--- src/rtl/sum16_ctrl.sv ---
// rtl/sum16_ctrl.sv - two-requester adder that reuses one 4-bit ripple adder per nibble
// sum4b is the shared nibble adder; sum16_ctrl arbitrates, sequences nibbles and holds results.

module sum4b (
  input  logic [3:0] a,
  input  logic [3:0] b,
  input  logic       ci,
  output logic [3:0] s,
  output logic       co
);

  logic [4:0] c;

  assign c[0] = ci;

  for (genvar i = 0; i < 4; i++) begin : g_fa
    assign s[i]   = a[i] ^ b[i] ^ c[i];
    assign c[i+1] = (a[i] & b[i]) | (c[i] & (a[i] ^ b[i]));
  end

  assign co = c[4];

endmodule

module sum16_ctrl #(
  parameter int NIBBLES = 4
) (
  input  logic                 clk,
  input  logic                 rst_n,
  input  logic                 req0,
  input  logic [4*NIBBLES-1:0] a0,
  input  logic [4*NIBBLES-1:0] b0,
  input  logic                 ci0,
  input  logic                 req1,
  input  logic [4*NIBBLES-1:0] a1,
  input  logic [4*NIBBLES-1:0] b1,
  input  logic                 ci1,
  output logic                 ack0,
  output logic                 ack1,
  output logic                 done0,
  output logic                 done1,
  output logic [4*NIBBLES-1:0] s,
  output logic                 co,
  output logic                 busy
);

  localparam int W  = 4 * NIBBLES;
  localparam int KW = (NIBBLES > 1) ? $clog2(NIBBLES) : 1;

  typedef enum logic [1:0] {
    IDLE = 2'd0,
    RUN  = 2'd1,
    DONE = 2'd2
  } state_t;

  state_t        state;
  logic [W-1:0]  a_reg;
  logic [W-1:0]  b_reg;
  logic          carry;
  logic [KW-1:0] k;
  logic          owner;
  logic          last;

  logic          grant0;
  logic          grant1;
  logic [W-1:0]  a_sh;
  logic [W-1:0]  b_sh;
  logic [3:0]    nib_sum;
  logic          nib_co;

  // On a tie the requester that was not served last wins.
  assign grant1 = req1 & (~req0 | ~last);
  assign grant0 = req0 & ~grant1;
  assign ack0   = rst_n & (state == IDLE) & grant0;
  assign ack1   = rst_n & (state == IDLE) & grant1;

  assign done0 = (state == DONE) & ~owner;
  assign done1 = (state == DONE) &  owner;
  assign busy  = (state != IDLE);

  assign a_sh = a_reg >> {k, 2'b00};
  assign b_sh = b_reg >> {k, 2'b00};

  sum4b u_sum4b (
    .a  (a_sh[3:0]),
    .b  (b_sh[3:0]),
    .ci (carry),
    .s  (nib_sum),
    .co (nib_co)
  );

  always_ff @(posedge clk) begin
    if (!rst_n) begin
      state <= IDLE;
      a_reg <= '0;
      b_reg <= '0;
      carry <= 1'b0;
      k     <= '0;
      owner <= 1'b0;
      last  <= 1'b1;
      s     <= '0;
      co    <= 1'b0;
    end else begin
      case (state)
        IDLE: begin
          if (ack0 | ack1) begin
            a_reg <= ack1 ? a1 : a0;
            b_reg <= ack1 ? b1 : b0;
            carry <= ack1 ? ci1 : ci0;
            owner <= ack1;
            k     <= '0;
            state <= RUN;
          end
        end
        RUN: begin
          for (int i = 0; i < NIBBLES; i++) begin
            if (k == KW'(i)) s[4*i +: 4] <= nib_sum;
          end
          carry <= nib_co;
          if (k == KW'(NIBBLES - 1)) begin
            co    <= nib_co;
            state <= DONE;
          end else begin
            k <= k + 1'b1;
          end
        end
        DONE: begin
          last  <= owner;
          state <= IDLE;
        end
        default: state <= IDLE;
      endcase
    end
  end

endmodule

--- config.mk ---
export PLATFORM = sky130hd
export DESIGN_NAME = sum16_ctrl
export DESIGN_NICKNAME = d
export VERILOG_FILES = /design/src/rtl/sum16_ctrl.sv
export SDC_FILE = /design/constraint.sdc
export NUM_CORES = 1
export LEC_CHECK = 0
export CORE_MARGIN = 2
export CORE_UTILIZATION = 50
export CTS_CLUSTER_DIAMETER = 200
export DETAILED_ROUTE_END_ITERATION = 6
export PLACE_DENSITY = 0.89
export SKIP_CTS_REPAIR_TIMING = 1
export SYNTH_ARGS = -nofsm -noshare
export SYNTH_HDL_FRONTEND = slang
export SYNTH_SLANG_ARGS = --single-unit
--- constraint.sdc ---
create_clock -name clk -period 5.4 [get_ports clk]
set_input_delay 1.08 -clock clk [delete_from_list [all_inputs] [get_ports clk]]
set_output_delay 1.08 -clock clk [all_outputs]
set_load 0.005 [all_outputs]
-- After elaboration in Yosys (flattened, before gate mapping)
Index checks and enable logic that the tools add are counted.
- $add $sub $neg: 1
- equal/unequal tests: 8
- shift operators: 2
- muxes and demuxes: 11
- bitwise operators: 33
- reduce and logical (&&, ||, !) cells: 12
- operator list (kind ; count):
    $mux 16 ; 2
    $shr 16x4->4 ; 2
    $and 1x1->1 ; 15
    $reduce_and 2->1 ; 7
    $mux 2 ; 4
    $pmux 2 s2 ; 2
    $xor 1x1->1 ; 8
    $eq 2x2->1 const B ; 3
    $or 1x1->1 ; 6
    $eq 2x1->1 const B ; 2
    $logic_not 2->1 ; 2
    $ne 2x2->1 const B ; 2
    $not 1->1 ; 4
    $reduce_bool 2->1 ; 2
    $reduce_and 3->1 ; 1
    $add 2x1->2 const B ; 1
    $mux 1 ; 2
    $ne 2x1->1 const B ; 1
    $pmux 1 s2 ; 1
- bits in registers: 56
- word-level logic and storage cells: 79

-- Longest topological paths before layout
Gate-level depths: netlist (run 1).
- word-level depth: 11
- gate-level depth with buffers: 11
- depth with buffers taken out: 10

-- Modules after synthesis
From an unflattened synthesis (run 1), not the netlist that was laid out.
- cell total of the unflattened synthesis: 311
- area total of the unflattened synthesis: 2921.6 µm²
- modules (own cells, without submodules) (module ; times used ; cells an instance ; area an instance (µm²) ; sequential area each (µm²)):
    sum16_ctrl ; 1 ; 297 ; 2803.9 ; 1121.1
    sum4b ; 1 ; 14 ; 117.6 ; 0.0

-- Worst setup path before layout (run 1)
OpenSTA, ideal clock, no wires.
- path type: register -> register
- start: register k[0]
- end: register s[11]
- data arrival time: 2.867 ns
- setup slack: 2.447 ns
- cell stages (with the launch flop): 11
- path buffers: 1
- path through: dfxtp_1 buf_2 mux4_2 fa_1 inv_1 fa_1 inv_1 fa_1 inv_1 fa_1 a211oi_1
- cells in the longest elaborated chain, start to end: 9
- elaborated cells between the ends (all ways): 18
- classes of those cells: 1 x eq/ne; 2 x shift; 14 x bitwise; 1 x reduce/logical
- ends and longest elaborated chain (element ; RTL line ; RTL):
    start, declared ; 60 ; logic [KW-1:0] k;
    start signal, assigned ; 124 ; k <= k + 1'b1;
    $shr 16x4->4 (on tied branches) ; 81, 82 ;
    $xor 1x1->1 ; 18 ; assign c[i+1] = (a[i] & b[i]) | (c[i] & (a[i] ^ b[i]));
    $and 1x1->1 ; 18 ;
    $or 1x1->1 ; 18 ;
    $and 1x1->1 ; 18 ;
    $or 1x1->1 ; 18 ;
    $and 1x1->1 ; 18 ;
    $or 1x1->1 ; 18 ;
    $xor 1x1->1 ; 17 ; assign s[i] = a[i] ^ b[i] ^ c[i];
    end signal, assigned by index ; 117 ; if (k == KW'(i)) s[4*i +: 4] <= nib_sum;
    end, declared ; 42 ; output logic [4*NIBBLES-1:0] s,
Parallel ways exist; a longest one is shown, timed or not.
A chain may end at the register's enable or synchronous reset.

-- Worst setup path in the final report (run 1)
- start: input port rst_n
- end: output port ack1
- cells in the longest elaborated chain, start to end: 2
- ends and longest elaborated chain (element ; RTL line ; RTL):
    start, declared ; 29 ; input logic rst_n,
    $and 1x1->1 (2 in a row) ; 75 ; assign ack1 = rst_n & (state == IDLE) & grant1;
    end, declared ; 39 ; output logic ack1,
No other way between the ends.

==> run_results.csv, run 1 <==
group,metric,value,unit
status,status,"complete, no violations",
sta,slew_headroom,19.8,%
layout,nets,460,
floorplanning,die_w,81.1,um
place,numPortBuffers,91,
floorplanning,start_util,51.1,%
floorplanning,die_area,6570,um^2
worst_setup_path,r2r_cells,9,
clock_tree,cts_tree,"built",
clock_tree,path_clk_slew,0.09,ns
drt,ant_nets,0,
layout,diodes,0,
yosys,syn_area_per_cell,9.58,um^2
yosys,synth.top_cell.area_share,37.8,%
worst_setup_path,r2r_slack,2.09,ns
worst_setup_path,arrival,2.91,ns
layout,area.growth.synth_to_final,33.2,%
yosys,syn_area,2970,um^2
worst_setup_path,r2r-start,"k[0]",
sta,worstMarginPinSlew,1.20,ns
drt,routed_wirelength,7010,um
floorplanning,num_rows,28,
clock_tree,h-tree-depth,2,
floorplanning,fp.dieH,81.1,um
yosys,netlist-cell-type-count,36,
drt,drc,0,
run,cap_violations,0,
worst_setup_path,worstReg2RegEnd,"s[15]",
yosys,syn_nets,388,
global_routing,grt_start_max_net_pins,56,
drt,drt_pass1_iterations,4,
yosys,synth.most_common_cell,"nand2_1",
drt,vias,2479,
clock_tree,cts_made_buffers,5,
worst_setup_path,worstSetupPathType,"in2out",
place,dp_hpwl,5300,um
yosys,synth.ff_latch_count,56,
drt,drt-wirelength-per-cell,15.3,um
yosys,yosysWarnings,0,
floorplanning,fp.coreArea,5820,um^2
drt,drt-initial-drc-count,173,
worst_setup_path,critPathLaunch,"rst_n",
clock_tree,clock_latency,0.31,ns
yosys,netlist.top_cell.by_area,"dfxtp_1",
global_routing,first_global_vias,2429,
sta,fin_worst_skew,0.00828,ns
sta,setup-violations-final,0,
sta,holdWs,0.503,ns
floorplanning,ios,92,
yosys,yosys-top-cells-count,"nand2_1, dfxtp_1, a21oi_1",
yosys,synthTopCellsByArea,"dfxtp_1, a311oi_2, nand2_1",
worst_setup_path,crit_fanout,37,
sta,period_share,73.9,%
layout,final_core_util,68.0,%
global_routing,grt_usage,21.9,%
yosys,synth_edf_count,0,
worst_setup_path,critPathCaptureType,"primary output",
pwr,power_density,247,nW/um^2
yosys,ys_seq_area_share,37.8,%
pwr,worst_ir_drop_vdd,185,uV
worst_setup_path,crit_path_start_kind,"primary input",
worst_setup_path,worstPathRequired,4.32,ns
yosys,ys.flop_type,"dfxtp_1",
layout,fill_cells,466,
min_path,worstHoldStart,"s[3]",
pwr,power_leakage,0.00140,uW
global_routing,antenna_found_initial,0,
sta,fmax,251,MHz
sta,fin_setup_tns,0,ns
min_path,hp-class,"reg2reg",
drt,vias_per_cell,5.41,
worst_setup_path,crit_path_end,"ack1",
sta,post-route-min-period,3.99,ns
yosys,async_reset_ff_share,0,%
sta,drv_slew,0,
place,gp_congestion,0.733,
clock_tree,cts.path.max_buffers,2,
layout,drive_above_1_share,14.4,%
yosys,syn-instance-count,310,
global_routing,grt_pass1_wl,11100,um
clock_tree,clock-sinks,56,
sta,hold_viol,0,
global_routing,grt_overflow,0,
sta,rsz0062_at_grt,"no",
clock_tree,cts-root-buf,"clkbuf_8",
## area by class of cell
class,instances,area (um^2),share of cell area (%)
clock buffers,6,82.6,2.09
repair buffers,94,933,23.6
multi-input cells,212,1640,41.4
inverters,13,48.8,1.23
clock inverters,2,38.8,0.980
well taps,75,93.8,2.37
flip-flops and latches,56,1120,28.3
## where the power goes
group          total (uW)  switching, uW  leakage (uW)  internal (uW)
registers             464           22.2      0.000459            441
clock network         288            137     0.0000614            152
logic                 226            105      0.000879            121
total                 978            264       0.00140            714
## worst max-delay path, cell delays in order
cell and delay, ns:
clkdlybuf4s50_1 0.52, nor3b_4 0.19, buf_4 0.36, nand2_1 0.18, inv_1 0.08, clkdlybuf4s50_1 0.50
## worst min-delay path by stage
| stage | end | cells after the start |
|---|---|---|
| 2_1_floorplan | owner | 2 |
| 3_3_place_gp | s[10] | 2 |
| 3_5_place_dp | s[0] | 2 |
| 4_1_cts | s[3] | 2 |
| 5_1_grt | s[3] | 2 |
| 6_report | s[3] | 2 |
## routing by layer
metal | track usage, % | wire length (um) | vias to the layer above
li1 | - | - | 1257
met1 | 25.5 | 2930 | 1142
met2 | 40.2 | 3670 | 71
met3 | 4.22 | 292 | 9
met4 | 6.95 | 122 | 0
met5 | 0 | 0 | -
## placed cells by master (no fill, tap or decap), drive strengths merged, types with 2 or more instances in the layout
cell type      instances
clkdlybuf4s50         91
clkbuf                 6
inv                   13
a211oi                10
nand2b                 2
or2                    2
nor2                  20
buf                    3
ha                     4
nand2                 67
mux2i                  8
a21oi                 33
fa                     4
and3                   2
a311oi                33
and3b                  4
mux4                   8
nor3b                  3
dfxtp                 56
## logic make-up after synthesis
family | synth area share [%]
AO/OA/AOI/OAI | 26.6
AND/OR/NAND/NOR | 15.4
buffers and inverters | 7.08
adder cells (fa/ha/maj) | 4.38
flip-flops | 37.8
multiplexers | 8.77
## stage by stage
stage | area [um^2] | cells | total power [uW] | worst slack, ns
CTS | 3960 | 458 | 978 | 1.42
detailed placement | 3830 | 450 | 700 | 1.42
global placement | 3830 | 450 | 691 | 1.45
finish | 3960 | 458 | 978 | 1.41
global route | 3960 | 458 | 1010 | 1.30
floorplan | 2970 | 310 | 610 | 2.45
(Power assumes the default switching activity.)
==> run 2: changes to the inputs <==
--- a/config.mk
+++ b/config.mk
@@ -6,10 +6,10 @@
 export NUM_CORES = 1
 export LEC_CHECK = 0
 export CORE_MARGIN = 2
-export CORE_UTILIZATION = 50
+export CORE_UTILIZATION = 47
 export CTS_CLUSTER_DIAMETER = 200
 export DETAILED_ROUTE_END_ITERATION = 6
-export PLACE_DENSITY = 0.89
+export PLACE_DENSITY = 0.84
 export SKIP_CTS_REPAIR_TIMING = 1
 export SYNTH_ARGS = -nofsm -noshare
 export SYNTH_HDL_FRONTEND = slang
==> constraint.sdc (replaced) <==
create_clock -name clk -period 3.9 [get_ports clk]
set_input_delay 0.78 -clock clk [delete_from_list [all_inputs] [get_ports clk]]
set_output_delay 0.78 -clock clk [all_outputs]
set_load 0.005 [all_outputs]
==> run 2 against run 1 <==
  * Combinational power increased by 42%
  * Worst hold slack improved by 0.0013 ns
  * Critical path depth decreased by 2
  * Total power increased by 36%
  * Clock skew decreased by 0.0034 ns
  * First-iteration DRC count decreased by 31%
  * Core utilization decreased by 2.4 points
  * Largest power group unchanged
==> run_results.csv, run 2 (synthesis gave the netlist of run 1 again) <==
group,metric,value,unit
drt,drt-initial-drc-count,120,
floorplanning,ios,92,
sta,fin_worst_skew,0.00492,ns
clock_tree,cts_tree,"built",
layout,diodes,0,
layout,area.growth.synth_to_final,33.3,%
drt,drt_pass1_iterations,4,
pwr,swShare,27.1,%
sta,worstMarginPinSlew,0.735,ns
layout,drive_above_1_share,14.5,%
sta,rsz0062_at_grt,"no",
worst_setup_path,crit_fanout,4,
place,dp_hpwl,5240,um
global_routing,grt_usage,20.4,%
sta,fin_ws,0.858,ns
sta,period_share,78.0,%
sta,drv_slew,0,
clock_tree,clock-sinks,56,
floorplanning,die_area,6970,um^2
floorplanning,fp.dieH,83.5,um
status,status,"complete, no violations",
pwr,power_frac_comb,24.0,%
clock_tree,cts.path.max_buffers,2,
drt,routed_wirelength,7050,um
place,numPortBuffers,91,
global_routing,met1_usage,24.5,%
pwr,p_seq_share,47.8,%
global_routing,antenna_found_initial,0,
sta,fmax,329,MHz
run,cap_violations,0,
pwr,power_leakage,0.00140,uW
sta,holdWs,0.504,ns
sta,fin_setup_tns,0,ns
layout,nets,462,
worst_setup_path,arrival,2.26,ns
sta,slew_headroom,50.9,%
pwr,power_density,337,nW/um^2
pwr,finalPower,1330,uW
pwr,switchingPower,361,uW
global_routing,grt_start_max_net_pins,38,
floorplanning,fp.coreArea,6030,um^2
clock_tree,cts_made_buffers,5,
global_routing,grt_overflow,0,
pwr,intPower,971,uW
clock_tree,clock_latency,0.31,ns
global_routing,gr-max-usage-layer,"met2",
pwr,worst_ir_drop_vdd,184,uV
layout,layout_common_cells,"clkdlybuf4s50_1, nand2_1, dfxtp_1",
floorplanning,start_util,49.3,%
sta,setup-violations-final,0,
clock_tree,h-tree-depth,2,
place,gp_congestion,0.792,
drt,drt-wirelength-per-cell,15.3,um
global_routing,grtUsageMet2,36.9,%
worst_setup_path,worstSetupPathType,"in2out",
drt,drc,0,
worst_setup_path,crit_path_start_kind,"primary input",
min_path,hp-class,"reg2reg",
global_routing,grt_use_met3,4.06,%
drt,vias,2552,
global_routing,first_global_vias,2556,
clock_tree,path_clk_slew,0.10,ns
pwr,power_frac_clock,28.2,%
sta,post-route-min-period,3.04,ns
drt,vias_per_cell,5.55,
place,dp_slack,0.853,ns
clock_tree,cts-root-buf,"clkbuf_8",
drt,ant_nets,0,
worst_setup_path,critPathCaptureType,"primary output",
worst_setup_path,worstPathRequired,3.12,ns
layout,final_common_cell,"clkdlybuf4s50_1",
sta,hold_viol,0,
floorplanning,die_w,83.5,um
floorplanning,num_rows,28,
global_routing,grt_pass1_wl,11700,um
## run 2: cell type report
class                           instances  area, um^2
Tap cell                               75        93.8
Fill cell                             488        2070
Inverter                               13        48.8
Multi-Input combinational cell        212        1640
Clock buffer                            6        72.6
Sequential cell                        56        1120
Clock inverter                          2        35.0
Timing Repair Buffer                   96         948
## run 2: worst max-delay path, cell delays in order
cell,delay [ns]
clkdlybuf4s50_1,0.53
nor3b_4,0.23
and3_1,0.19
clkdlybuf4s50_1,0.52
## run 2: metrics by stage
| stage | cell area, um^2 | std cells | utilization, % |
|---|---|---|---|
| after floorplan | 2970 | 310 | - |
| after global placement | 3850 | 452 | 63.9 |
| after detailed placement | 3850 | 452 | 63.9 |
| after CTS | 3960 | 460 | 65.7 |
| after global routing | 3960 | 460 | 65.7 |
| final | 3960 | 460 | 65.7 |
## run 2: per-layer routing
layer	part of all wire [%]	wire length (um)
met1	44	3090
met5	0	0
met3	5.3	374
met2	49	3490
met4	1.4	97
## run 2: path summary, 6_finish.rpt
| check | from | endpoint | slack (ns) | depth (start not counted) |
|---|---|---|---|---|
| setup / recovery | rst_n | ack0 | 0.86 | 4 |
| setup reg to reg | k[0] | s[11] | 0.93 | 10 |
| hold / removal | s[9] | s[9] | 0.50 | 2 |
| hold reg to reg | s[9] | s[9] | 0.50 | 2 |
## run 2: power groups by stage
stage	sequential [uW]	combinational, uW	clock, uW
after floorplan	641	204	0
after global placement	648	312	0
after detailed placement	649	320	0
after CTS	637	321	376
after global routing	641	349	403
final	636	320	375
==> run 3: changes to the inputs <==
--- a/config.mk
+++ b/config.mk
@@ -6,10 +6,10 @@
 export NUM_CORES = 1
 export LEC_CHECK = 0
 export CORE_MARGIN = 2
-export CORE_UTILIZATION = 47
+export CORE_UTILIZATION = 42
 export CTS_CLUSTER_DIAMETER = 200
 export DETAILED_ROUTE_END_ITERATION = 6
-export PLACE_DENSITY = 0.84
+export PLACE_DENSITY = 0.8
 export SKIP_CTS_REPAIR_TIMING = 1
 export SYNTH_ARGS = -nofsm -noshare
 export SYNTH_HDL_FRONTEND = slang
==> constraint.sdc (replaced) <==
create_clock -name clk -period 2.7 [get_ports clk]
set_input_delay 0.54 -clock clk [delete_from_list [all_inputs] [get_ports clk]]
set_output_delay 0.54 -clock clk [all_outputs]
set_load 0.005 [all_outputs]
==> run 3 against run 2 <==
  * The flow now finishes with violations (setup timing)
  * Clock-buffer cell count unchanged
  * Global-route usage down 0.50 points
  * Worst hold slack worse by 0.0016 ns
  * Final area up 3.1%
  * First-iteration DRC count down 10%
  * Clock power up 14%
  * Sequential share of layout area down 0.76 points
  * Worst setup slack worse by 0.89 ns
  * Core utilization down 6.0 points
  * Largest cell class unchanged
==> run_results.csv, run 3 (synthesis gave the netlist of run 1 again) <==
group,metric,value,unit
place,dp_hpwl,5680,um
pwr,swShare,27.9,%
worst_setup_path,crit_chain,"mux4_2 > fa_2 > inv_2 > fa_2 > inv_1 > fa_2 > inv_2 > fa_2 > a211oi_2",
worst_setup_path,worstSetupPathType,"reg2reg",
drt,drt-wirelength-per-cell,14.9,um
layout,area.growth.synth_to_final,37.4,%
worst_setup_path,critPathCaptureType,"flop",
drt,drc,0,
worst_setup_path,critPathLaunch,"k[0]",
worst_setup_path,r2r-start,"k[0]",
status,status,"finished with violations",
pwr,intPower,1330,uW
clock_tree,h-tree-depth,2,
floorplanning,start_util,43.5,%
sta,holdWs,0.503,ns
drt,vias_per_cell,5.30,
worst_setup_path,arrival,2.95,ns
clock_tree,clock-sinks,56,
pwr,power_density,451,nW/um^2
floorplanning,fp.dieH,88.1,um
clock_tree,cts-root-buf,"clkbuf_8",
drt,vias,2590,
global_routing,grt_start_max_net_pins,33,
floorplanning,die_w,88.1,um
floorplanning,die_area,7760,um^2
pwr,power_frac_clock,23.2,%
clock_tree,cts_tree,"built",
global_routing,grt_pass1_wl,12100,um
sta,fin_ws,-0.0275,ns
min_path,worstHoldStart,"s[1]",
run,cap_violations,0,
drt,drt-initial-drc-count,108,
worst_setup_path,path_common_cell,"fa_2",
drt,met2_length,3560,um
min_path,hp-class,"reg2reg",
floorplanning,num_rows,30,
drt,ant_nets,0,
clock_tree,cts_made_buffers,5,
floorplanning,ios,92,
drt,highest_layer,"met4",
layout,fill_cells,597,
layout,layout_common_cells,"clkdlybuf4s50_1, nand2_1, dfxtp_1",
clock_tree,path_clk_slew,0.09,ns
global_routing,first_global_vias,2612,
drt,wl_met3,370,um
worst_setup_path,crit_path_start_kind,"flop",
place,gp_congestion,0.790,
layout,final_common_cell,"clkdlybuf4s50_1",
worst_setup_path,cpMaxStageDelayCell,"mux4_2",
sta,rsz0062_at_grt,"yes",
layout,seq_area,1120,um^2
sta,fmax,367,MHz
drt,routed_wirelength,7300,um
status,violations,"setup timing",
sta,post-route-min-period,2.73,ns
pwr,p_seq_share,50.0,%
worst_setup_path,cp_top_family,"adder cells",
layout,drive_above_1_share,19.1,%
global_routing,antenna_found_initial,0,
sta,setup-violations-final,2,
worst_setup_path,max_stage_delay,0.52,ns
sta,drv_slew,0,
pwr,power_frac_comb,26.8,%
layout,multiInputGateArea,1670,um^2
drt,drt_pass1_iterations,4,
floorplanning,fp.coreArea,6830,um^2
layout,final_core_util,59.7,%
sta,period_share,101,%
sta,slew_headroom,74.7,%
sta,worstMarginPinSlew,0.379,ns
sta,fin_worst_skew,0.00503,ns
layout,diodes,0,
layout,nets,471,
worst_setup_path,worstPathRequired,2.92,ns
drt,wl_met1,3270,um
worst_setup_path,cp_num_buf_inv,3,
worst_setup_path,crit_fanout,5,
place,numPortBuffers,91,
global_routing,grt_overflow,0,
pwr,worst_ir_drop_vdd,188,uV
clock_tree,cts.path.max_buffers,2,
pwr,power_leakage,0.00145,uW
global_routing,grt_usage,19.9,%
pwr,switchingPower,513,uW
clock_tree,clock_latency,0.31,ns
sta,hold_viol,0,
place,dp_slack,-0.0902,ns
-- run 3: worst paths after layout --
kind / slack (ns) / end / depth (start not counted)
worst max register to register: -0.03 / s[15] / 9
worst min-delay path: 0.50 / s[1] / 2
worst min register to register: 0.50 / s[1] / 2
worst max-delay path: -0.03 / s[15] / 9
-- run 3: cell type report --
class	count	share of cell area, %
multi-input cells	212	40.9
flip-flops and latches	56	27.6
repair buffers	105	25.5
clock inverters	1	0.123
clock buffers	6	1.78
well taps	96	2.94
inverters	13	1.20
-- run 3: power by group through the flow --
stage	clock network [uW]	registers, uW	logic [uW]
after floorplan	0	926	301
after global placement	0	938	477
after detailed placement	0	940	487
after CTS	433	921	488
after global routing	469	928	538
final	427	921	493
-- run 3: metal layers --
layer,track usage (%),vias to the layer above
met5,0,-
met4,6.06,0
met3,4.05,10
met2,33.4,84
met1,25.9,1225
li1,-,1271
-- run 3: tightest hold or removal path: stages (launching register included) --
cell,delay [ns]
dfxtp_1,0.32
nor2_1,0.09
a211oi_1,0.05
-- run 3: metrics by stage --
| stage | cell area, um^2 | total power (uW) | setup TNS (ns) | instances |
|---|---|---|---|---|
| 2_1_floorplan | 2980 | 1230 | -0.342 | 310 |
| 3_3_place_gp | 3980 | 1410 | -0.0118 | 482 |
| 3_5_place_dp | 3980 | 1430 | -0.279 | 482 |
| 4_1_cts | 4060 | 1840 | -0.374 | 489 |
| 5_1_grt | 4080 | 1930 | -0.425 | 489 |
| 6_report | 4080 | 1840 | -0.0431 | 489 |
